$ cat src/rtl/mem_dump_unit_pkg.sv
// rtl/mem_dump_unit_pkg.sv - shared types and constants for the data-memory dump unit
// Contents: state enumeration, header sync byte, bytes-per-word helper.
// Optional build macro: MEM_DUMP_HEADER_EN adds the header states.
package mem_dump_pkg;

    typedef enum logic [2:0] {
        IDLE     = 3'd0,
`ifdef MEM_DUMP_HEADER_EN
        HDR_SEND = 3'd1,
        HDR_WAIT = 3'd2,
`endif
        READ     = 3'd3,
        CAPTURE  = 3'd4,
        SEND     = 3'd5,
        WAIT     = 3'd6,
        FINISH   = 3'd7
    } state_t;

    localparam logic [7:0] HDR_SYNC = 8'hA5;

    function automatic int bytes_per_word(input int db);
        return db / 8;
    endfunction

endpackage

$ cat src/rtl/mem_dump_unit_if.sv
// rtl/mem_dump_unit_if.sv - memory-read and UART-byte handshake bundle for mem_dump_unit
// Signals: start request, RdRam/Addr/Mem_Data memory read port,
//          tx_start/tx_data/tx_done UART byte handshake, busy/done status.
// Modports: master = dump unit side, slave = memory/UART/host side.
interface mem_dump_unit_if #(
    parameter int AB = 11,
    parameter int DB = 16
);
    logic          start;
    logic          RdRam;
    logic [AB-1:0] Addr;
    logic [DB-1:0] Mem_Data;
    logic          tx_start;
    logic [7:0]    tx_data;
    logic          tx_done;
    logic          busy;
    logic          done;

    modport master (
        input  start, Mem_Data, tx_done,
        output RdRam, Addr, tx_start, tx_data, busy, done
    );

    modport slave (
        output start, Mem_Data, tx_done,
        input  RdRam, Addr, tx_start, tx_data, busy, done
    );
endinterface

$ cat src/rtl/mem_dump_unit.sv
// rtl/mem_dump_unit.sv - walks data memory 0..N_WORDS-1 and streams each word MSB byte first to a UART
// Ports: clk, reset (async, active high), bus (mem_dump_unit_if.master).
// Optional build macro: MEM_DUMP_HEADER_EN sends sync byte and word count before the data.
module mem_dump_unit
    import mem_dump_pkg::*;
#(
    parameter int AB      = 11,
    parameter int DB      = 16,
    parameter int N_WORDS = 9
) (
    input  logic            clk,
    input  logic            reset,
    mem_dump_unit_if.master bus
);

    localparam int             BYTES     = bytes_per_word(DB);
    // At least one bit: the header path also counts two bytes with this register.
    localparam int             BW        = (BYTES > 2) ? $clog2(BYTES) : 1;
    localparam logic [AB-1:0]  LAST_IDX  = AB'(N_WORDS - 1);
    localparam logic [BW-1:0]  LAST_BYTE = BW'(BYTES - 1);
`ifdef MEM_DUMP_HEADER_EN
    localparam logic [7:0]     HDR_COUNT = 8'(N_WORDS);
`endif

    state_t        state, state_nx;
    logic [AB-1:0] index;
    logic [BW-1:0] byte_cnt;
    logic [DB-1:0] shift;

    always_ff @(posedge clk or posedge reset) begin
        if (reset) begin
            state <= IDLE;
        end else begin
            state <= state_nx;
        end
    end

    always_comb begin
        state_nx = state;
        case (state)
            IDLE: begin
                if (bus.start) begin
`ifdef MEM_DUMP_HEADER_EN
                    state_nx = HDR_SEND;
`else
                    state_nx = READ;
`endif
                end
            end
`ifdef MEM_DUMP_HEADER_EN
            HDR_SEND: state_nx = HDR_WAIT;
            HDR_WAIT: begin
                if (bus.tx_done) begin
                    state_nx = (byte_cnt != '0) ? HDR_SEND : READ;
                end
            end
`endif
            READ:    state_nx = CAPTURE;
            CAPTURE: state_nx = SEND;
            SEND:    state_nx = WAIT;
            WAIT: begin
                if (bus.tx_done) begin
                    if (byte_cnt != '0) begin
                        state_nx = SEND;
                    end else if (index == LAST_IDX) begin
                        state_nx = FINISH;
                    end else begin
                        state_nx = READ;
                    end
                end
            end
            FINISH:  state_nx = IDLE;
            default: state_nx = IDLE;
        endcase
    end

    always_ff @(posedge clk or posedge reset) begin
        if (reset) begin
            index    <= '0;
            byte_cnt <= '0;
            shift    <= '0;
        end else begin
            case (state)
                IDLE: begin
                    if (bus.start) begin
                        index <= '0;
`ifdef MEM_DUMP_HEADER_EN
                        // Non-zero selects the sync byte, zero selects the count byte.
                        byte_cnt <= BW'(1);
`endif
                    end
                end
`ifdef MEM_DUMP_HEADER_EN
                HDR_WAIT: begin
                    if (bus.tx_done && byte_cnt != '0) begin
                        byte_cnt <= byte_cnt - BW'(1);
                    end
                end
`endif
                CAPTURE: begin
                    shift    <= bus.Mem_Data;
                    byte_cnt <= LAST_BYTE;
                end
                WAIT: begin
                    if (bus.tx_done) begin
                        shift <= shift << 8;
                        if (byte_cnt != '0) begin
                            byte_cnt <= byte_cnt - BW'(1);
                        end else if (index != LAST_IDX) begin
                            index <= index + AB'(1);
                        end
                    end
                end
                default: ;
            endcase
        end
    end

    // Outputs decode the registered state, so they drop together with the async reset.
    // Addr follows index, which only moves on entry to READ, so it holds between reads.
    always_comb begin
        bus.RdRam    = (state == READ);
        bus.Addr     = index;
        bus.tx_start = 1'b0;
        bus.tx_data  = 8'h00;
        bus.busy     = (state != IDLE);
        bus.done     = (state == FINISH);
        case (state)
            SEND: begin
                bus.tx_start = 1'b1;
                bus.tx_data  = shift[DB-1 -: 8];
            end
`ifdef MEM_DUMP_HEADER_EN
            HDR_SEND: begin
                bus.tx_start = 1'b1;
                bus.tx_data  = (byte_cnt != '0) ? HDR_SYNC : HDR_COUNT;
            end
`endif
            default: ;
        endcase
    end

endmodule

$ cat src/flat_wrapper.sv
// flat-port wrapper written by rule: the top's interface ports become plain ports
module mem_dump_unit_flat import mem_dump_pkg::*;
#(
    parameter int AB      = 11,
    parameter int DB      = 16,
    parameter int N_WORDS = 9
)
  (clk, reset, bus_start, bus_Mem_Data, bus_tx_done, bus_RdRam, bus_Addr, bus_tx_start, bus_tx_data, bus_busy, bus_done);
  mem_dump_unit_if #(.AB(AB), .DB(DB)) bus_i ();
  input  logic clk;
  input  logic reset;
  input wire logic [$bits(bus_i.start)-1:0] bus_start;
  input wire logic [$bits(bus_i.Mem_Data)-1:0] bus_Mem_Data;
  input wire logic [$bits(bus_i.tx_done)-1:0] bus_tx_done;
  output wire logic [$bits(bus_i.RdRam)-1:0] bus_RdRam;
  output wire logic [$bits(bus_i.Addr)-1:0] bus_Addr;
  output wire logic [$bits(bus_i.tx_start)-1:0] bus_tx_start;
  output wire logic [$bits(bus_i.tx_data)-1:0] bus_tx_data;
  output wire logic [$bits(bus_i.busy)-1:0] bus_busy;
  output wire logic [$bits(bus_i.done)-1:0] bus_done;
  assign bus_i.start = bus_start;
  assign bus_i.Mem_Data = bus_Mem_Data;
  assign bus_i.tx_done = bus_tx_done;
  assign bus_RdRam = bus_i.RdRam;
  assign bus_Addr = bus_i.Addr;
  assign bus_tx_start = bus_i.tx_start;
  assign bus_tx_data = bus_i.tx_data;
  assign bus_busy = bus_i.busy;
  assign bus_done = bus_i.done;
  mem_dump_unit #(.AB(AB), .DB(DB), .N_WORDS(N_WORDS)) u_core (.clk(clk), .reset(reset), .bus(bus_i));
endmodule
$ cat config.mk
export PLATFORM = sky130hd
export DESIGN_NAME = mem_dump_unit_flat
export DESIGN_NICKNAME = d
export VERILOG_FILES = /design/src/rtl/mem_dump_unit_pkg.sv /design/src/rtl/mem_dump_unit_if.sv /design/src/rtl/mem_dump_unit.sv /design/src/flat_wrapper.sv
export SDC_FILE = /design/constraint.sdc
export NUM_CORES = 1
export LEC_CHECK = 0
export CAP_MARGIN = 20
export CELL_PAD_IN_SITES_DETAIL_PLACEMENT = 0
export CELL_PAD_IN_SITES_GLOBAL_PLACEMENT = 1
export CORE_AREA = 2 2 78 80
export DETAILED_ROUTE_END_ITERATION = 10
export DIE_AREA = 0 0 80 82
export GPL_TIMING_DRIVEN = 1
export PLACE_DENSITY_LB_ADDON = 0.12
export SETUP_SLACK_MARGIN = 0.5
export SYNTH_ARGS = -nofsm -noshare
export SYNTH_HDL_FRONTEND = slang
export SYNTH_SLANG_ARGS = --single-unit
export TNS_END_PERCENT = 100
$ cat constraint.sdc
create_clock -name clk -period 2.5 [get_ports clk]
set_input_delay 0.625 -clock clk [delete_from_list [all_inputs] [get_ports clk]]
set_output_delay 0.625 -clock clk [all_outputs]
set_load 0.005 [all_outputs]
# ---- After elaboration in Yosys (flattened, before gate mapping)
# Cells that the tools add are included.
dict set report word_totals {
  reg_bits 31
  latchBits 0
  ram_bits 0
  mem_bits_ro 0
  input_bits 20
  out_inout_bits 23
  elab_cells 41
  n_memories 0
}
dict set report classes {
  add_sub_neg 2
  multipliers 0
  div_mod_pow 0
  magnitude_cmp 0
  n_eq_ne 11
  shifts 0
  n_mux 17
  n_bitwise 0
  reduce_logical 7
}
# op n
set ops {}
lappend ops {{two-way mux 11 bit} 4}
lappend ops {{one-hot mux 16 bit (2 select lines)} 1}
lappend ops {{one-hot mux 11 bit (2 select lines)} 1}
lappend ops {{two-way mux 16 bit} 1}
lappend ops {{one-hot mux 3 bit (5 select lines)} 1}
lappend ops {{== test 3 bit (second input constant)} 4}
lappend ops {{two-way mux 3 bit} 4}
lappend ops {{adder 11 x 1 -> 11 bit (second input constant)} 1}
lappend ops {{== test 11 x 4 -> 1 bit (second input constant)} 1}
lappend ops {{!= test 11 x 4 -> 1 bit (second input constant)} 1}
lappend ops {{two-way mux 8 bit} 1}
lappend ops {{!= test 2 bit (second input constant)} 3}
lappend ops {{AND reduction 5 bit} 1}
lappend ops {{AND reduction 2 bit} 2}
lappend ops {{nonzero test 2 bit} 2}
lappend ops {{== test 3 x 2 -> 1 bit (second input constant)} 1}
lappend ops {{logical NOT 3 bit} 1}
lappend ops {{two-way mux 1 bit} 3}
lappend ops {{nonzero test 3 bit} 1}
lappend ops {{!= test 2 x 1 -> 1 bit (second input constant)} 1}
lappend ops {{one-hot mux 1 bit (2 select lines)} 1}
lappend ops {{subtractor 1 bit (second input constant)} 1}

# ---- Longest topological paths before layout
# Gate-level depths: netlist of the first run.
dict set report depth {
  ltp_word 5
  mapped_depth 7
}

# ---- Worst setup path before layout of the first run
# Ideal clock, no wire load.
dict set report synth_path {
  path_type {in2reg}
  from {input port bus_start}
  to {register u_core.index[5] (netlist: u_core.bus.Addr[5])}
  setup_ns 0.126
  t_arrival_ns 1.595
  slack_ns 0.779
  cell_stages 5
  n_path_buf 1
  cell_sequence {nand2b_1 or3_4 buf_6 a21boi_4 a221o_1}
}
dict set report synth_via {
  elab_chain_cells 2
}
# item line_no
set synth_lines {}
lappend synth_lines {{start, declared} flat_wrapper.sv:12} ;# input wire logic [$bits(bus_i.start)-1:0] bus_start;
lappend synth_lines {{!= test 2 bit (no line)} -}
lappend synth_lines {{AND reduction 5 bit (no line)} -}
lappend synth_lines {{end signal, assigned} mem_dump_unit.sv:110} ;# index <= index + AB'(1);
lappend synth_lines {{end, declared} mem_dump_unit.sv:26} ;# logic [AB-1:0] index;
# Every way passes these cells.
# A chain may end at the register's enable or synchronous reset.

# ---- Final worst setup path of the first run
dict set report layout_path {
  from {register u_core.state[2]}
  to {output port bus_tx_start}
}
dict set report layout_via {
  elab_chain_cells 2
}
# item line_no
set layout_lines {}
lappend layout_lines {{start, declared} mem_dump_unit.sv:25} ;# state_t state, state_nx;
lappend layout_lines {{start signal, assigned} mem_dump_unit.sv:34} ;# state <= state_nx;
lappend layout_lines {{== test 3 bit} mem_dump_unit.sv:128} ;# case (state)
lappend layout_lines {{two-way mux 1 bit} mem_dump_unit.sv:128}
lappend layout_lines {{end, declared} flat_wrapper.sv:17} ;# output wire logic [$bits(bus_i.tx_start)-1:0] bus_tx_start;
# Every way passes these cells.

==> results.yml, run 1 <==
outcome:
  outcome: "completed"
cts:
  clk_pin_slew_ps: 70
  cts_tree: "yes"
  cts-htree-levels: 2
  cts-root-buf: "clkbuf_8"
  clkSinkCount: 31
  clock_tree.buffer_depth: 2
  clk_latency_ps: 280
  numCtsBuffers: 5
  cts_hold_buf: 0
hold_path:
  holdPathStages: 2
  hp-class: "reg -> reg"
  hold_path_end: "u_core.shift[15]"
  worstHoldStart: "u_core.shift[15]"
logic_synthesis:
  yosys-top-cells-area: "dfrtp_1, mux2i_1, a22o_1"
  ys_ff_latch: 31
  ys_seq_area_share_pct: 46.41
  yosysMostFrequentCell: "dfrtp_1"
  synth_area_mm2: 0.001672
  synth_fp_nets: 182
  synth_ff_type: "dfrtp_1"
  synth_edf_count: 0
  post_synth_num_cell_types: 45
  synth_cells: 160
  synth.top_cell.area_share_pct: 46.41
  yosys.area.top_type: "dfrtp_1"
  avgSynthCellArea_um2: 10.45
  synth_async_sr_flop_share_pct: 100.0
  yosys_warnings: 0
  ys_top_cells_by_count: "dfrtp_1, nand2_1, mux2i_1, o21ai_1, a22o_1"
global_routing:
  grt_pass1_vias: 1351
  antenna_found_initial: 0
  overflow: 0
  grt_max_degree: 32
  grt_pass1_wl_um: 6755
  globalRouteTotalUtil_pct: 13.64
power_and_ir_drop:
  static-leakage-power_nw: 1.095
  p_per_area_mw_per_mm2: 978.7
  peakVddDrop_uv: 347.6
floorplanning:
  die_w_um: 80
  core_area_mm2: 0.005746
  die_area_mm2: 0.006560
  fp.dieH_um: 82
  num_rows: 28
  initial_core_util_pct: 29.09
  io_pins: 43
drt:
  vias_per_cell: 4.891
  drc_errors: 0
  wl_um: 4177
  ant_nets: 0
  routedWlPerCell_um: 14.26
  initialDrtViolationCount: 31
  drt_first_pass_iters: 4
  vias: 1433
setup_path:
  setup.worst_path.end_class: "output pin"
  r2r_end: "u_core.shift[5]"
  reg2reg_depth: 7
  worstPathArrival_ps: 1450
  crit_fanout: 3
  rrSetupSlack_ps: 560
  r2r-start: "u_core.state[0]"
  critPathLaunchType: "register"
  critical_path_class: "reg -> out"
  required_ps: 1880
finish:
  area_delta_synth_final_pct: 40.19
  seq_area_um2: 778.2
  final_util_pct: 40.79
  multiInputGateArea_um2: 822.0
  drive_gt1_share_pct: 22.48
  fillCellCount: 584
  antenna_cells: 0
  finalNetCount: 239
timing:
  tns_ps: 0
  period_minus_slack_ps: 2073
  fin_hold_ws_ps: 475.9
  relSlewSlack_pct: 65.39
  fmax_ghz: 0.4825
  rsz0062_at_grt: "yes"
  fin_ws_ps: 427.5
  hold_viol_final: 0
  setup_viol: 0
  slew_viol_final: 0
  tightest_slew_ps: 518.5
  period_share_pct: 82.90
  skew_ps: 9.224
placement:
  io_buffers: 42
  dp_slack_ps: 289.0
  dp_hpwl_um: 2825
  gp_routability_congestion: 0.8462
job:
  max-cap-violations: 0
==> placed cells by master, fill, tap and decap left out, types with 2 or more instances in the layout <==
cell type,netlist,routed
dfrtp_1,31,29
nand4_1,3,3
and2_1,8,8
and3_1,4,3
nand2b_1,3,3
clkdlybuf4s50_1,0,30
mux2i_1,12,12
inv_1,4,4
buf_4,0,12
a31oi_1,2,2
o21ai_1,10,10
a21o_1,3,3
and3_4,0,2
clkbuf_2,0,7
dlymetal6s2s_1,0,2
nand3_1,7,7
clkbuf_8,0,7
ha_1,2,2
nor2_1,5,4
buf_2,5,2
dfrtp_2,0,2
buf_6,4,5
nand2_1,19,19
a22o_1,9,9
a21oi_1,2,2
==> registers in the layout, indices dropped and copies added, names as in the netlist <==
| signal | cells |
|---|---|
| u_core.state | 3 |
| u_core.shift | 16 |
| u_core.byte_cnt | 1 |
| u_core.bus.Addr | 11 |
==> report_power, final <==
group	internal [mW]	total (mW)	switching [mW]
registers	0.678	0.810	0.132
clock network	0.250	0.445	0.194
logic	0.569	1.04	0.470
total	1.50	2.29	0.796
==> metal layers <==
metal	share of wire (%)	global-route usage [%]
met4	1.7	5.085
met5	0	0
met2	48	22.83
met3	5.2	3.187
met1	45	17.16
==> how the worst max path moves through the flow <==
stage,start,depth (start not counted),to,slack [ps]
6_report,u_core.state[2],5,bus_tx_start,430
5_1_grt,u_core.state[2],5,bus_tx_start,380
4_1_cts,u_core.state[1],4,bus_tx_data[4],260
3_5_place_dp,bus_tx_done,5,u_core.bus.Addr[5],290
3_3_place_gp,bus_tx_done,5,u_core.bus.Addr[5],300
2_1_floorplan,bus_start,5,u_core.bus.Addr[5],780
==> timing repair <==
action | CTS | global route
pin swaps | 1 | 1
gates cloned | 1 | 0
setup buffers | 3 | 8
gates resized for setup | 22 | 22
endpoints found under the setup margin | 13 | 12
==> worst max-delay path: stages, from the launching register on <==
cell and delay (ps):
dfrtp_1 410, buf_6 130, and3_4 170, buf_4 130, buf_4 130, clkdlybuf4s15_1 190
==> stage by stage <==
| step | power [mW] | instances | cell area [um^2] |
|---|---|---|---|
| after floorplan | 1.390 | 160 | 1672 |
| after global placement | 1.701 | 273 | 2157 |
| after detailed placement | 1.723 | 273 | 2157 |
| after CTS | 2.228 | 285 | 2293 |
| after global routing | 2.473 | 293 | 2344 |
| final | 2.293 | 293 | 2344 |
==> cells by family (layout without fill, tap and decap cells) <==
group	count (synthesis)	after routing	share of synthesized area, %
xor gates and xnor gates	2	2	1.048
DFF	31	31	46.41
muxes	13	13	7.860
AOI/OAI and AO/OA	35	35	15.42
and+or+nand+nor	62	63	22.23
adders and majority gates	2	2	1.497
buffers and inverters	15	72	5.538
==> cell type report <==
| cell class | count | share of cell area (%) |
|---|---|---|
| repair buffers | 59 | 22.48 |
| inverters | 5 | 0.8009 |
| multi-input cells | 115 | 35.08 |
| well taps | 75 | 4.004 |
| clock buffers | 7 | 4.111 |
| clock inverters | 1 | 0.3203 |
| flip-flops and latches | 31 | 33.21 |
No activity file was read; power rests on OpenSTA's default activity.
==> inputs of run 2 (changes only) <==
==> constraint.sdc (replaced) <==
create_clock -name clk -period 2.1 [get_ports clk]
set_input_delay 0.525 -clock clk [delete_from_list [all_inputs] [get_ports clk]]
set_output_delay 0.525 -clock clk [all_outputs]
set_load 0.005 [all_outputs]
==> run 2 against run 1 <==
Net effect:
- core utilization is 7.1 points higher
- final area increased by 17%
- clock-buffer cell count did not move
- combinational power up 78%
- sequential power is 18% higher
- power rose by 41%
- wire length up 18%
- hold slack better by 18 ps
- clock skew fell by 7.2 ps
- non-clock buffer count is 30 higher
- sequential cell count unchanged
- sequential share of layout area decreased by 4.7 points
- critical path type unchanged
- largest power group unchanged
==> results.yml, run 2 (synthesized netlist as in run 1, its figures left out) <==
outcome:
  outcome: "completed"
cts:
  clock_tree.buffer_depth: 2
  cts-root-buf: "clkbuf_8"
  clkSinkCount: 31
  clk_pin_slew_ps: 60
  cts_hold_buf: 0
  clk_latency_ps: 270
  cts_tree: "yes"
  numCtsBuffers: 5
  cts-htree-levels: 2
finish:
  regMostFlops: "u_core.shift"
  antenna_cells: 0
  drive_gt1_share_pct: 40.73
  largest_register_ffs: 16
  final_common_cell: "buf_4"
  final_cell_mix: "buf_4, buf_6, dfrtp_1"
  area_delta_synth_final_pct: 64.60
  finalNetCount: 269
floorplanning:
  core_area_mm2: 0.005746
  die_w_um: 80
  io_pins: 43
  num_rows: 28
  fp.dieH_um: 82
  initial_core_util_pct: 29.09
  die_area_mm2: 0.006560
setup_path:
  path_delay_family: "flip-flops"
  crit_path_start: "u_core.state[1]"
  setup.worst_path.end_class: "output pin"
  cp_slowest_stage_delay_ps: 390
  slowest_stage: "dfrtp_1"
  critical_path_class: "reg -> out"
  r2r-start: "u_core.state[2]"
  worstPathCellList: "buf_4, buf_6, or3_1, buf_2"
  path_buf_inv: 3
  critPathLaunchType: "register"
  required_ps: 1570
  worstPathArrival_ps: 1370
  crit_fanout: 4
drt:
  vias: 1561
  routedWlPerCell_um: 15.29
  wl_um: 4940
  drc_errors: 0
  initialDrtViolationCount: 20
  vias_per_cell: 4.833
  drt_first_pass_iters: 4
  ant_nets: 0
timing:
  fin_ws_ps: 200.5
  rsz0062_at_grt: "yes"
  skew_ps: 2.064
  relSlewSlack_pct: 72.77
  tightest_slew_ps: 408.4
  setup_viol: 0
  period_share_pct: 90.45
  fmax_ghz: 0.5265
  slew_viol_final: 0
  hold_viol_final: 0
  period_minus_slack_ps: 1899
  fin_hold_ws_ps: 493.7
  tns_ps: 0
global_routing:
  top_usage_layer: "met2"
  grt_pass1_wl_um: 7548
  grt_max_degree: 32
  overflow: 0
  globalRouteTotalUtil_pct: 15.43
  antenna_found_initial: 0
  grt_use_met3_pct: 4.176
  globalRouteMet1Util_pct: 16.73
  met2_usage_pct: 27.50
  grt_pass1_vias: 1603
power_and_ir_drop:
  clkPwrFrac_pct: 13.5
  comb_power_share_pct: 57.1
  static-leakage-power_nw: 1.320
  p_int_mw: 2.126
  p_per_area_mw_per_mm2: 1177
  seqPwrFrac_pct: 29.5
  peakVddDrop_uv: 435.7
  switchingPower_mw: 1.111
  swShare_pct: 34.32
placement:
  gp_routability_congestion: 0.8124
  dp_slack_ps: 56.77
  dp_hpwl_um: 2895
  io_buffers: 42
job:
  max-cap-violations: 0
hold_path:
  worstHoldStart: "u_core.shift[9]"
  hp-class: "reg -> reg"
-- run 2: cell types whose count changed in the layout (fill, tap and decap cells not counted), sizes merged --
cell,delta
clkinv,+1
clkdlybuf4s15,-1
dlygate4sd2,+12
clkdlybuf4s50,-12
clkinvlp,-1
dlymetal6s2s,-2
buf,+39
clkbuf,-6
-- run 2: worst min-delay path: stages (launching register included) --
cell	delay, ps
dfrtp_1	350
nand2_1	50
o21ai_1	60
-- run 2: what timing repair did --
action | in CTS | in global routing
pin swaps | 14 | 2
endpoints found under the hold margin | 0 | 0
buffers inserted | 32 | 4
setup endpoints to repair | 47 | 40
resized for setup | 108 | 14
gates cloned | 1 | 1
-- run 2: metrics by stage --
step           instances  cell area, um^2  power (mW)  util (%)
2_1_floorplan        160             1672       1.655         -
3_3_place_gp         277             2187       2.052     38.07
3_5_place_dp         277             2187       2.082     38.07
4_1_cts              318             2624       3.041     45.67
6_report             323             2751       3.237     47.89
5_1_grt              323             2751       3.454     47.89
-- run 2: routing by layer --
| metal | up-vias | part of all wire [%] |
|---|---|---|
| li1 | 747 | - |
| met2 | 50 | 51 |
| met5 | - | 0 |
| met3 | 12 | 4.5 |
| met4 | 0 | 3.1 |
| met1 | 752 | 41 |
-- run 2: layout make-up --
cell class / count / area (um^2)
repair buffers: 89 / 858.3
clock buffers: 7 / 76.32
fillers: 564 / 2994
multi-input cells: 115 / 913.4
inverters: 5 / 18.77
clock inverters: 1 / 5.005
well taps: 75 / 93.84
flip-flops and latches: 31 / 785.8
-- run 2: final timing paths --
check	end	slack, ps	depth (start not counted)
min in group asynchronous	u_core.shift[10]	630	3
worst min-delay path	u_core.shift[9]	490	2
worst max-delay path	bus_busy	200	4
max in group asynchronous	u_core.bus.Addr[8]	1150	3
worst min register to register	u_core.shift[9]	490	2
worst max register to register	u_core.bus.Addr[5]	310	6
-- run 2: power by group through the flow --
| stage | combinational [mW] | sequential (mW) | clock, mW |
|---|---|---|---|
| 2_1_floorplan | 0.740 | 0.915 | 0 |
| 3_3_place_gp | 1.10 | 0.956 | 0 |
| 3_5_place_dp | 1.13 | 0.956 | 0 |
| 4_1_cts | 1.63 | 0.947 | 0.459 |
| 5_1_grt | 2.00 | 0.978 | 0.478 |
| 6_report | 1.85 | 0.953 | 0.437 |
==> inputs of run 3 (changes only) <==
--- a/config.mk
+++ b/config.mk
@@ -14,6 +14,7 @@
 export GPL_TIMING_DRIVEN = 1
 export PLACE_DENSITY_LB_ADDON = 0.12
 export SETUP_SLACK_MARGIN = 0.5
+export SLEW_MARGIN = 0
 export SYNTH_ARGS = -nofsm -noshare
 export SYNTH_HDL_FRONTEND = slang
 export SYNTH_SLANG_ARGS = --single-unit
==> results of run 3 <==
Final layout, timing and power as in run 2 (identical DEF).
